<file path="src/rtl/xor_cksum_pkg.sv">
// rtl/xor_cksum_pkg.sv - shared state and mode encodings for the xor_cksum engine
package xor_cksum_pkg;

    typedef enum logic [1:0] {
        XC_IDLE  = 2'd0,
        XC_ACCUM = 2'd1,
        XC_DONE  = 2'd2
    } xc_state_e;

    localparam logic XC_MODE_XOR = 1'b0;
    localparam logic XC_MODE_CRC = 1'b1;

endpackage

</file>
<file path="src/rtl/xor_cksum_if.sv">
// rtl/xor_cksum_if.sv - data-beat and checksum-result handshake bundle for xor_cksum
interface xor_cksum_if #(
    parameter int WIDTH = 16,
    parameter int CNT_W = 8
);
    logic             in_valid;
    logic             in_ready;
    logic [WIDTH-1:0] in_data;
    logic             in_last;
    logic             mode;
    logic             abort;
    logic             out_valid;
    logic             out_ready;
    logic [WIDTH-1:0] out_sum;
    logic [CNT_W-1:0] out_count;
    logic             out_parity;

    modport master (
        output in_valid, in_data, in_last, mode, abort, out_ready,
        input  in_ready, out_valid, out_sum, out_count, out_parity
    );

    modport slave (
        input  in_valid, in_data, in_last, mode, abort, out_ready,
        output in_ready, out_valid, out_sum, out_count, out_parity
    );
endinterface

</file>
<file path="src/rtl/xor_cksum_fold.sv">
// rtl/xor_cksum_fold.sv - combinational single-word fold: plain XOR or unrolled MSB-first CRC
module xor_cksum_fold
    import xor_cksum_pkg::*;
#(
    parameter int               WIDTH    = 16,
    parameter logic [WIDTH-1:0] CRC_POLY = 16'h1021
) (
    input  logic [WIDTH-1:0] acc,
    input  logic [WIDTH-1:0] data,
    input  logic             mode,
    output logic [WIDTH-1:0] res
);
    logic [WIDTH-1:0] c;

    // One shift-and-conditional-xor step per bit of the word, non-reflected, no final xor.
    always_comb begin
        c = acc ^ data;
        if (mode == XC_MODE_CRC) begin
            for (int i = 0; i < WIDTH; i++) begin
                c = c[WIDTH-1] ? ((c << 1) ^ CRC_POLY) : (c << 1);
            end
        end
        res = c;
    end
endmodule

</file>
<file path="src/rtl/xor_cksum.sv">
// rtl/xor_cksum.sv - streaming XOR/CRC checksum engine; XOR_CKSUM_PARITY_EN enables out_parity
module xor_cksum
    import xor_cksum_pkg::*;
#(
    parameter int               WIDTH    = 16,
    parameter logic [WIDTH-1:0] CRC_POLY = 16'h1021,
    parameter logic [WIDTH-1:0] INIT     = '0,
    parameter int               CNT_W    = 8
) (
    input logic        clk,
    input logic        rst_n,
    xor_cksum_if.slave bus
);
    xc_state_e        state, state_next;
    logic [WIDTH-1:0] acc;
    logic [CNT_W-1:0] count, count_next;
    logic             mode_q;
    logic             out_valid_q;
    logic [WIDTH-1:0] out_sum_q;
    logic [CNT_W-1:0] out_count_q;
    logic             in_ready;
    logic             beat;
    logic [WIDTH-1:0] fold_acc, fold_res;
    logic             fold_mode;

    assign beat       = bus.in_valid && in_ready;
    // The first beat folds against INIT with the live mode pin; later beats use the latched mode.
    assign fold_acc   = (state == XC_IDLE) ? INIT : acc;
    assign fold_mode  = (state == XC_IDLE) ? bus.mode : mode_q;
    assign count_next = (state == XC_IDLE) ? CNT_W'(1)
                      : ((&count) ? count : count + CNT_W'(1));

    xor_cksum_fold #(
        .WIDTH    (WIDTH),
        .CRC_POLY (CRC_POLY)
    ) u_fold (
        .acc  (fold_acc),
        .data (bus.in_data),
        .mode (fold_mode),
        .res  (fold_res)
    );

    always_ff @(posedge clk or negedge rst_n) begin
        if (!rst_n) state <= XC_IDLE;
        else        state <= state_next;
    end

    always_comb begin
        state_next = state;
        case (state)
            XC_IDLE, XC_ACCUM: begin
                if (bus.abort)  state_next = XC_IDLE;
                else if (beat)  state_next = bus.in_last ? XC_DONE : XC_ACCUM;
            end
            XC_DONE:  if (bus.out_ready) state_next = XC_IDLE;
            default:  state_next = XC_IDLE;
        endcase
    end

    always_comb begin
        in_ready = (state != XC_DONE) && !bus.abort;
    end

    always_ff @(posedge clk or negedge rst_n) begin
        if (!rst_n) begin
            acc         <= INIT;
            count       <= '0;
            mode_q      <= XC_MODE_XOR;
            out_valid_q <= 1'b0;
            out_sum_q   <= '0;
            out_count_q <= '0;
        end else if (state == XC_DONE) begin
            // Abort has no effect here; only the result handshake leaves DONE.
            if (bus.out_ready) begin
                out_valid_q <= 1'b0;
                acc         <= INIT;
                count       <= '0;
            end
        end else if (bus.abort) begin
            acc   <= INIT;
            count <= '0;
        end else if (beat) begin
            acc   <= fold_res;
            count <= count_next;
            if (state == XC_IDLE) mode_q <= bus.mode;
            if (bus.in_last) begin
                out_valid_q <= 1'b1;
                out_sum_q   <= fold_res;
                out_count_q <= count_next;
            end
        end
    end

`ifdef XOR_CKSUM_PARITY_EN
    logic out_parity_q;

    always_ff @(posedge clk or negedge rst_n) begin
        if (!rst_n)                                       out_parity_q <= 1'b0;
        else if (state != XC_DONE && !bus.abort && beat && bus.in_last) out_parity_q <= ^fold_res;
    end

    assign bus.out_parity = out_parity_q;
`else
    assign bus.out_parity = 1'b0;
`endif

    assign bus.in_ready  = in_ready;
    assign bus.out_valid = out_valid_q;
    assign bus.out_sum   = out_sum_q;
    assign bus.out_count = out_count_q;
endmodule

</file>
<file path="src/flat_wrapper.sv">
// flat-port wrapper written by rule: the top's interface ports become plain ports
module xor_cksum_flat import xor_cksum_pkg::*;
#(
    parameter int               WIDTH    = 16,
    parameter logic [WIDTH-1:0] CRC_POLY = 16'h1021,
    parameter logic [WIDTH-1:0] INIT     = '0,
    parameter int               CNT_W    = 8
)
  (clk, rst_n, bus_in_valid, bus_in_data, bus_in_last, bus_mode, bus_abort, bus_out_ready, bus_in_ready, bus_out_valid, bus_out_sum, bus_out_count, bus_out_parity);
  xor_cksum_if #(.WIDTH(WIDTH), .CNT_W(CNT_W)) bus_i ();
  input logic clk;
  input logic rst_n;
  input wire logic [$bits(bus_i.in_valid)-1:0] bus_in_valid;
  input wire logic [$bits(bus_i.in_data)-1:0] bus_in_data;
  input wire logic [$bits(bus_i.in_last)-1:0] bus_in_last;
  input wire logic [$bits(bus_i.mode)-1:0] bus_mode;
  input wire logic [$bits(bus_i.abort)-1:0] bus_abort;
  input wire logic [$bits(bus_i.out_ready)-1:0] bus_out_ready;
  output wire logic [$bits(bus_i.in_ready)-1:0] bus_in_ready;
  output wire logic [$bits(bus_i.out_valid)-1:0] bus_out_valid;
  output wire logic [$bits(bus_i.out_sum)-1:0] bus_out_sum;
  output wire logic [$bits(bus_i.out_count)-1:0] bus_out_count;
  output wire logic [$bits(bus_i.out_parity)-1:0] bus_out_parity;
  assign bus_i.in_valid = bus_in_valid;
  assign bus_i.in_data = bus_in_data;
  assign bus_i.in_last = bus_in_last;
  assign bus_i.mode = bus_mode;
  assign bus_i.abort = bus_abort;
  assign bus_i.out_ready = bus_out_ready;
  assign bus_in_ready = bus_i.in_ready;
  assign bus_out_valid = bus_i.out_valid;
  assign bus_out_sum = bus_i.out_sum;
  assign bus_out_count = bus_i.out_count;
  assign bus_out_parity = bus_i.out_parity;
  xor_cksum #(.WIDTH(WIDTH), .CRC_POLY(CRC_POLY), .INIT(INIT), .CNT_W(CNT_W)) u_core (.clk(clk), .rst_n(rst_n), .bus(bus_i));
endmodule
</file>
<file path="config.mk">
export PLATFORM = sky130hd
export DESIGN_NAME = xor_cksum_flat
export DESIGN_NICKNAME = d
export VERILOG_FILES = /design/src/rtl/xor_cksum_pkg.sv /design/src/rtl/xor_cksum_if.sv /design/src/rtl/xor_cksum_fold.sv /design/src/rtl/xor_cksum.sv /design/src/flat_wrapper.sv
export SDC_FILE = /design/constraint.sdc
export NUM_CORES = 1
export LEC_CHECK = 0
export CORE_ASPECT_RATIO = 1.75
export CORE_MARGIN = 3
export CORE_UTILIZATION = 30
export CTS_CLUSTER_SIZE = 40
export DETAILED_ROUTE_END_ITERATION = 10
export SLEW_MARGIN = 10
export SYNTH_ARGS = -nofsm -noshare
export SYNTH_HDL_FRONTEND = slang
export SYNTH_HIERARCHICAL = 1
export SYNTH_SLANG_ARGS = --single-unit
</file>
<file path="constraint.sdc">
create_clock -name clk -period 7.55 [get_ports clk]
set_clock_uncertainty 0.05 [all_clocks]
set_input_delay 1.51 -clock clk [delete_from_list [all_inputs] [get_ports clk]]
set_output_delay 1.51 -clock clk [all_outputs]
set_load 0.05 [all_outputs]
</file>
==> impl_metrics.env, run 1 <==
export IMPL_status="complete, no violations"
export IMPL_drt_iter0_drc=113
export IMPL_cts_tree="yes"
export IMPL_clkSinkCount=52
export IMPL_synth_top_area_share=0.411
export IMPL_cap_violations=0
export IMPL_initial_core_util=0.307
export IMPL_remaining_drc_errors=0
export IMPL_core_mm2=0.0103
export IMPL_die_w_um=83.7
export IMPL_max_stage_delay_ps=810
export IMPL_cts_setup_buffers=0
export IMPL_max_slew_margin=0.323
export IMPL_netlist_area_mm2=0.00317
export IMPL_fin_crit_ps=4470
export IMPL_wirelength_um=7680
export IMPL_ys_top_cells_by_count="75 x nand2_1, 52 x dfrtp_1, 25 x xnor2_1, 22 x and2_1, 18 x a22o_1"
export IMPL_rrSetupSlack_ps=4240
export IMPL_htreeDepth=2
export IMPL_crit_path_end_kind="output pin"
export IMPL_fmax_mhz=224
export IMPL_wire_per_inst_um=15.9
export IMPL_synth_edf_count=0
export IMPL_gr_total_overflow=0
export IMPL_ios=50
export IMPL_ir_worst_vdd_v=0.000141
export IMPL_yosysMostFrequentCell="nand2_1"
export IMPL_crit_required_ps=5990
export IMPL_slew_viol_final=0
export IMPL_r2r_end="u_core/acc[12]"
export IMPL_n_fill_cell=1050
export IMPL_drt_pass1_iter_count=4
export IMPL_nNetsFinal=380
export IMPL_grt_max_degree=53
export IMPL_cts_buffers=5
export IMPL_synth_distinct_cells=48
export IMPL_r2r_cells=8
export IMPL_vias=2338
export IMPL_max_clock_path_buffers=2
export IMPL_period_share=0.593
export IMPL_min_from="u_core/bus.out_sum[11]"
export IMPL_grt_antenna_before_repair=0
export IMPL_slowest_stage="clkdlybuf4s50_1"
export IMPL_drive_above_1_share=0.0700
export IMPL_drtAntennaViolNets=0
export IMPL_r2r_start="u_core/state[1]"
export IMPL_powerDensity_mw_per_mm2=304
export IMPL_worst_pin_slew_ps=1010
export IMPL_synthCells=316
export IMPL_tns_ps=0
export IMPL_rsz0062_at_grt="false"
export IMPL_track_usage=0.139
export IMPL_finish_utilization=0.374
export IMPL_worstPathArrival_ps=2910
export IMPL_crit_type="primary input to output pin"
export IMPL_grt_pass1_wl_um=13000
export IMPL_leakage_nw=1.73
export IMPL_path_max_fanout=5
export IMPL_yosysTopAreaCell="dfrtp_1"
export IMPL_num_rows=49
export IMPL_worstHoldEndpoint="u_core/bus.out_sum[11]"
export IMPL_cts_hold_buf=0
export IMPL_hold_ws_ps=423
export IMPL_synth_async_reset_ratio=1.00
export IMPL_finalSetupViolCount=0
export IMPL_synthToLayoutAreaGrowth_pct=21.8
export IMPL_synth_nets=340
export IMPL_grt_pass1_vias=2538
export IMPL_start_kind="primary input"
export IMPL_antenna_cells=0
export IMPL_port_buffers=48
export IMPL_crit_buf_inv=2
export IMPL_hold_violations=0
export IMPL_syn_avg_cell_area_um2=10.0
export IMPL_hpwl_um=5520
export IMPL_whs_path_depth=2
export IMPL_yosys_warnings=6
export IMPL_routed_via_density=4.83
export IMPL_cpMostUsedCell="clkdlybuf4s50_1"
export IMPL_ctsResizeCount=0
export IMPL_synth_top_flop_cell="dfrtp_1"
export IMPL_finalPower_mw=1.17
export IMPL_clock_latency_ps=300
export IMPL_crit_chain="clkdlybuf4s50_1 -> nor2_1 -> clkdlybuf4s50_1"
export IMPL_synth_top_cells_by_area="dfrtp_1 41%, nand2_1 8.9%, xnor2_1 6.9%"
export IMPL_crit_family="buffers and inverters"
export IMPL_chipHeight_um=142
export IMPL_path_clk_slew_ps=70
export IMPL_gp_congestion=0.774
export IMPL_cts_root_buf="clkbuf_16"
export IMPL_hold_class="flop to flop"
export IMPL_seq_area_frac_synth=0.411
export IMPL_die_area_mm2=0.0119
export IMPL_ys_seq_elements=52
==> power by group <==
part	internal, mW	switching (mW)
logic	0.238	0.332
clock network	0.124	0.106
registers	0.339	0.0334
total	0.701	0.472
==> state kept, by name, summed over array words and instances, names as in the netlist <==
signal                flops
u_core/bus.out_count      8
u_core/count              8
u_core/bus.out_valid      1
u_core/bus.out_sum       16
u_core/mode_q             1
u_core/state              2
u_core/acc               16
==> placed cells by master (no fill, tap or decap), drive strengths merged, types with 2 or more instances in the layout <==
master,count
nor2,10
a31oi,2
xnor2,31
clkdlybuf4s50,47
and2,22
a22o,18
dfrtp,52
mux2,5
nand2b,4
xnor3,7
clkbuf,6
xor2,17
nand4b,2
inv,2
buf,2
nand3,4
and3,2
xor3,2
o21ai,9
nand4,2
mux2i,4
nand3b,2
nand2,75
or2,2
a21oi,11
and2b,2
==> per-layer routing <==
metal	GRT usage	vias to the layer above	share of wire
met1	0.145	1149	0.38
met2	0.271	40	0.57
met4	0.0576	0	0.025
met3	0.0221	9	0.024
li1	-	1140	-
met5	0	-	0
==> how the worst max path moves through the flow <==
stage               from      endpoint  slack (ps)  cells past startpoint
6_report       bus_abort  bus_in_ready        3080                      3
5_1_grt        bus_abort  bus_in_ready        3000                      3
4_1_cts        bus_abort  bus_in_ready        3070                      3
3_5_place_dp   bus_abort  bus_in_ready        3080                      3
3_3_place_gp   bus_abort  bus_in_ready        3100                      3
2_1_floorplan  bus_abort  bus_in_ready        3830                      1
==> worst register-to-register path: cells and delay by family (launching register included) <==
kind            cells  cell delay [ps]
mux                 1              360
simple gates        2              860
compound gates      1              230
xor+xnor            4             1240
flops               1              460
==> stage by stage <==
step / std cells / setup WS (ps) / cell area [µm²]
6_report: 484 / 3080 / 3850
5_1_grt: 484 / 3000 / 3850
4_1_cts: 484 / 3070 / 3850
3_5_place_dp: 476 / 3080 / 3710
3_3_place_gp: 476 / 3100 / 3710
2_1_floorplan: 316 / 3830 / 3170
==> final cells by class <==
class,instances,area (µm²),area share
Timing Repair Buffer,49,483,0.125
Clock inverter,2,16.3,0.00422
Clock buffer,6,129,0.0334
Multi-Input combinational cell,246,1760,0.456
Inverter,2,7.51,0.00195
Tap cell,127,159,0.0412
Sequential cell,52,1300,0.338
==> cells by family after synthesis <==
group,after synthesis,share of synthesized area
flops,52,0.411
buf+inv,18,0.0340
fa+ha+maj,1,0.00395
compound gates,49,0.109
mux,9,0.0304
simple gates,129,0.195
xor+xnor,57,0.215
other cells,1,0.00118
Note: power is estimated with default switching activity, not from simulation.
==> run 2: changes to the inputs <==
clock period = 4.2 ns   (was 7.55 ns; I/O delays follow)
==> run 2 against run 1 <==
- sequential power up 80%
- global-route usage increased by 0.17 points
- register-to-register slack got worse by 3300 ps
- utilization grew 0.45 points
- via count up 0.51%
- critical path depth grew 5
- largest cell class unchanged
- combinational power is 80% higher
- total power increased by 85%
- hold slack better by 5.5 ps
- final cell count is 0.83% higher
- flip-flop and latch count stayed put
- count of clock-buffer cells in the layout did not move
==> impl_metrics.env, run 2 (synthesized netlist as in run 1, its figures left out) <==
export IMPL_gp_congestion=0.794
export IMPL_drtAntennaViolNets=0
export IMPL_crit_buf_inv=0
export IMPL_cap_violations=0
export IMPL_setup_ws_ps=949
export IMPL_cts_tree="yes"
export IMPL_remaining_drc_errors=0
export IMPL_max_stage_delay_ps=570
export IMPL_period_share=0.774
export IMPL_crit_family="XOR/XNOR gates"
export IMPL_pre_cts_slack_ps=812
export IMPL_place_area_mm2=0.00374
export IMPL_drive_above_1_share=0.0776
export IMPL_power_frac_seq=0.310
export IMPL_leakage_nw=1.76
export IMPL_tns_ps=0
export IMPL_num_rows=49
export IMPL_clockPowerShare=0.213
export IMPL_final_cell_count_no_fill=488
export IMPL_p_sw_uw=844
export IMPL_crit_path_end_kind="flop"
export IMPL_track_usage=0.141
export IMPL_cts_hold_buf=0
export IMPL_fmax_mhz=308
export IMPL_core_mm2=0.0103
export IMPL_die_w_um=83.7
export IMPL_multi_input_area_mm2=0.00176
export IMPL_powerDensity_mw_per_mm2=555
export IMPL_routed_via_density=4.82
export IMPL_fin_crit_ps=3250
export IMPL_seq_area_mm2=0.00130
export IMPL_status="complete, no violations"
export IMPL_ios=50
export IMPL_fin_area_mm2=0.00390
export IMPL_gr_total_overflow=0
export IMPL_grt_pass1_vias=2529
export IMPL_slowest_stage="or2_1"
export IMPL_finalPower_mw=2.17
export IMPL_finalSetupViolCount=0
export IMPL_clock_latency_ps=300
export IMPL_vias=2350
export IMPL_grt_pass1_wl_um=13000
export IMPL_ir_worst_vdd_v=0.000307
export IMPL_crit_chain="or2_1 -> and2_1 -> xor2_2 -> xnor3_2 -> xnor2_2 -> mux2_2 -> xnor2_1 -> a22o_1"
export IMPL_grt_antenna_before_repair=0
export IMPL_rsz0062_at_grt="false"
export IMPL_max_clock_path_buffers=2
export IMPL_clkSinkCount=52
export IMPL_final_common_cell="nand2_1"
export IMPL_max_slew_margin=0.426
export IMPL_hold_class="flop to flop"
export IMPL_grt_max_degree=32
export IMPL_path_clk_slew_ps=70
export IMPL_initial_core_util=0.307
export IMPL_worst_pin_slew_ps=858
export IMPL_htreeDepth=2
export IMPL_crit_type="flop to flop"
export IMPL_nNetsFinal=384
export IMPL_start_kind="flop"
export IMPL_switching_share=0.390
export IMPL_cts_buffers=5
export IMPL_hold_violations=0
export IMPL_synthToLayoutAreaGrowth_pct=23.2
export IMPL_port_buffers=48
export IMPL_slew_viol_final=0
export IMPL_combPwrFrac=0.477
export IMPL_worstPathArrival_ps=3380
export IMPL_ctsResizeCount=0
export IMPL_cts_root_buf="clkbuf_16"
export IMPL_wire_per_inst_um=16.1
export IMPL_die_area_mm2=0.0119
export IMPL_chipHeight_um=142
export IMPL_drt_iter0_drc=101
export IMPL_crit_required_ps=4330
export IMPL_cts_setup_buffers=0
export IMPL_placed_cells=480
export IMPL_wirelength_um=7840
export IMPL_p_int_mw=1.32
export IMPL_hpwl_um=5950
export IMPL_final_cell_mix="75 x nand2_1, 52 x dfrtp_1, 47 x clkdlybuf4s50_1"
export IMPL_drt_pass1_iter_count=4
export IMPL_path_max_fanout=19
export IMPL_antenna_cells=0
export IMPL_n_fill_cell=1058
[run 2: metal layers]
layer / track usage / up-vias / wire, µm
met5: 0 / - / 0
met4: 0.0593 / 0 / 199
met3: 0.0203 / 8 / 204
met2: 0.266 / 40 / 4490
met1: 0.154 / 1158 / 2950
li1: - / 1144 / -
[run 2: final timing paths]
| path | from | endpoint | slack (ps) | depth (start not counted) |
|---|---|---|---|---|
| setup / recovery | u_core/state[1] | u_core/acc[12] | 950 | 8 |
| hold / removal | u_core/bus.out_sum[11] | u_core/bus.out_sum[11] | 430 | 2 |
| setup reg to reg | u_core/state[1] | u_core/acc[12] | 950 | 8 |
| hold reg to reg | u_core/bus.out_sum[11] | u_core/bus.out_sum[11] | 430 | 2 |
| max in group asynchronous | rst_n | u_core/bus.out_sum[13] | 2840 | 2 |
| min in group asynchronous | rst_n | u_core/state[1] | 470 | 1 |
[run 2: cell type report]
type / count / share of cell area
clock buffers: 6 / 0.0330
clock inverters: 2 / 0.00898
repair buffers: 53 / 0.131
multi-input cells: 246 / 0.450
inverters: 2 / 0.00192
well taps: 127 / 0.0407
flip-flops and latches: 52 / 0.334
[run 2: per-stage QoR]
stage,hold WS (ps),util
3_5_place_dp,420,0.363
3_3_place_gp,410,0.363
2_1_floorplan,407,-
5_1_grt,454,0.379
6_report,428,0.379
4_1_cts,436,0.379
[run 2: worst min-delay path, stage by stage, from the launching register on]
cell	delay, ps
dfrtp_1	340
nand2_1	50
nand2_1	50
[run 2: power by group through the flow]
stage                     Sequential (mW)  Combinational, mW  Clock (mW)
after global placement              0.682               1.04           0
after global routing                0.689               1.11       0.496
after detailed placement            0.684               1.04           0
after CTS                           0.675               1.05       0.474
final                               0.672               1.03       0.461
after floorplan                     0.918              0.513           0
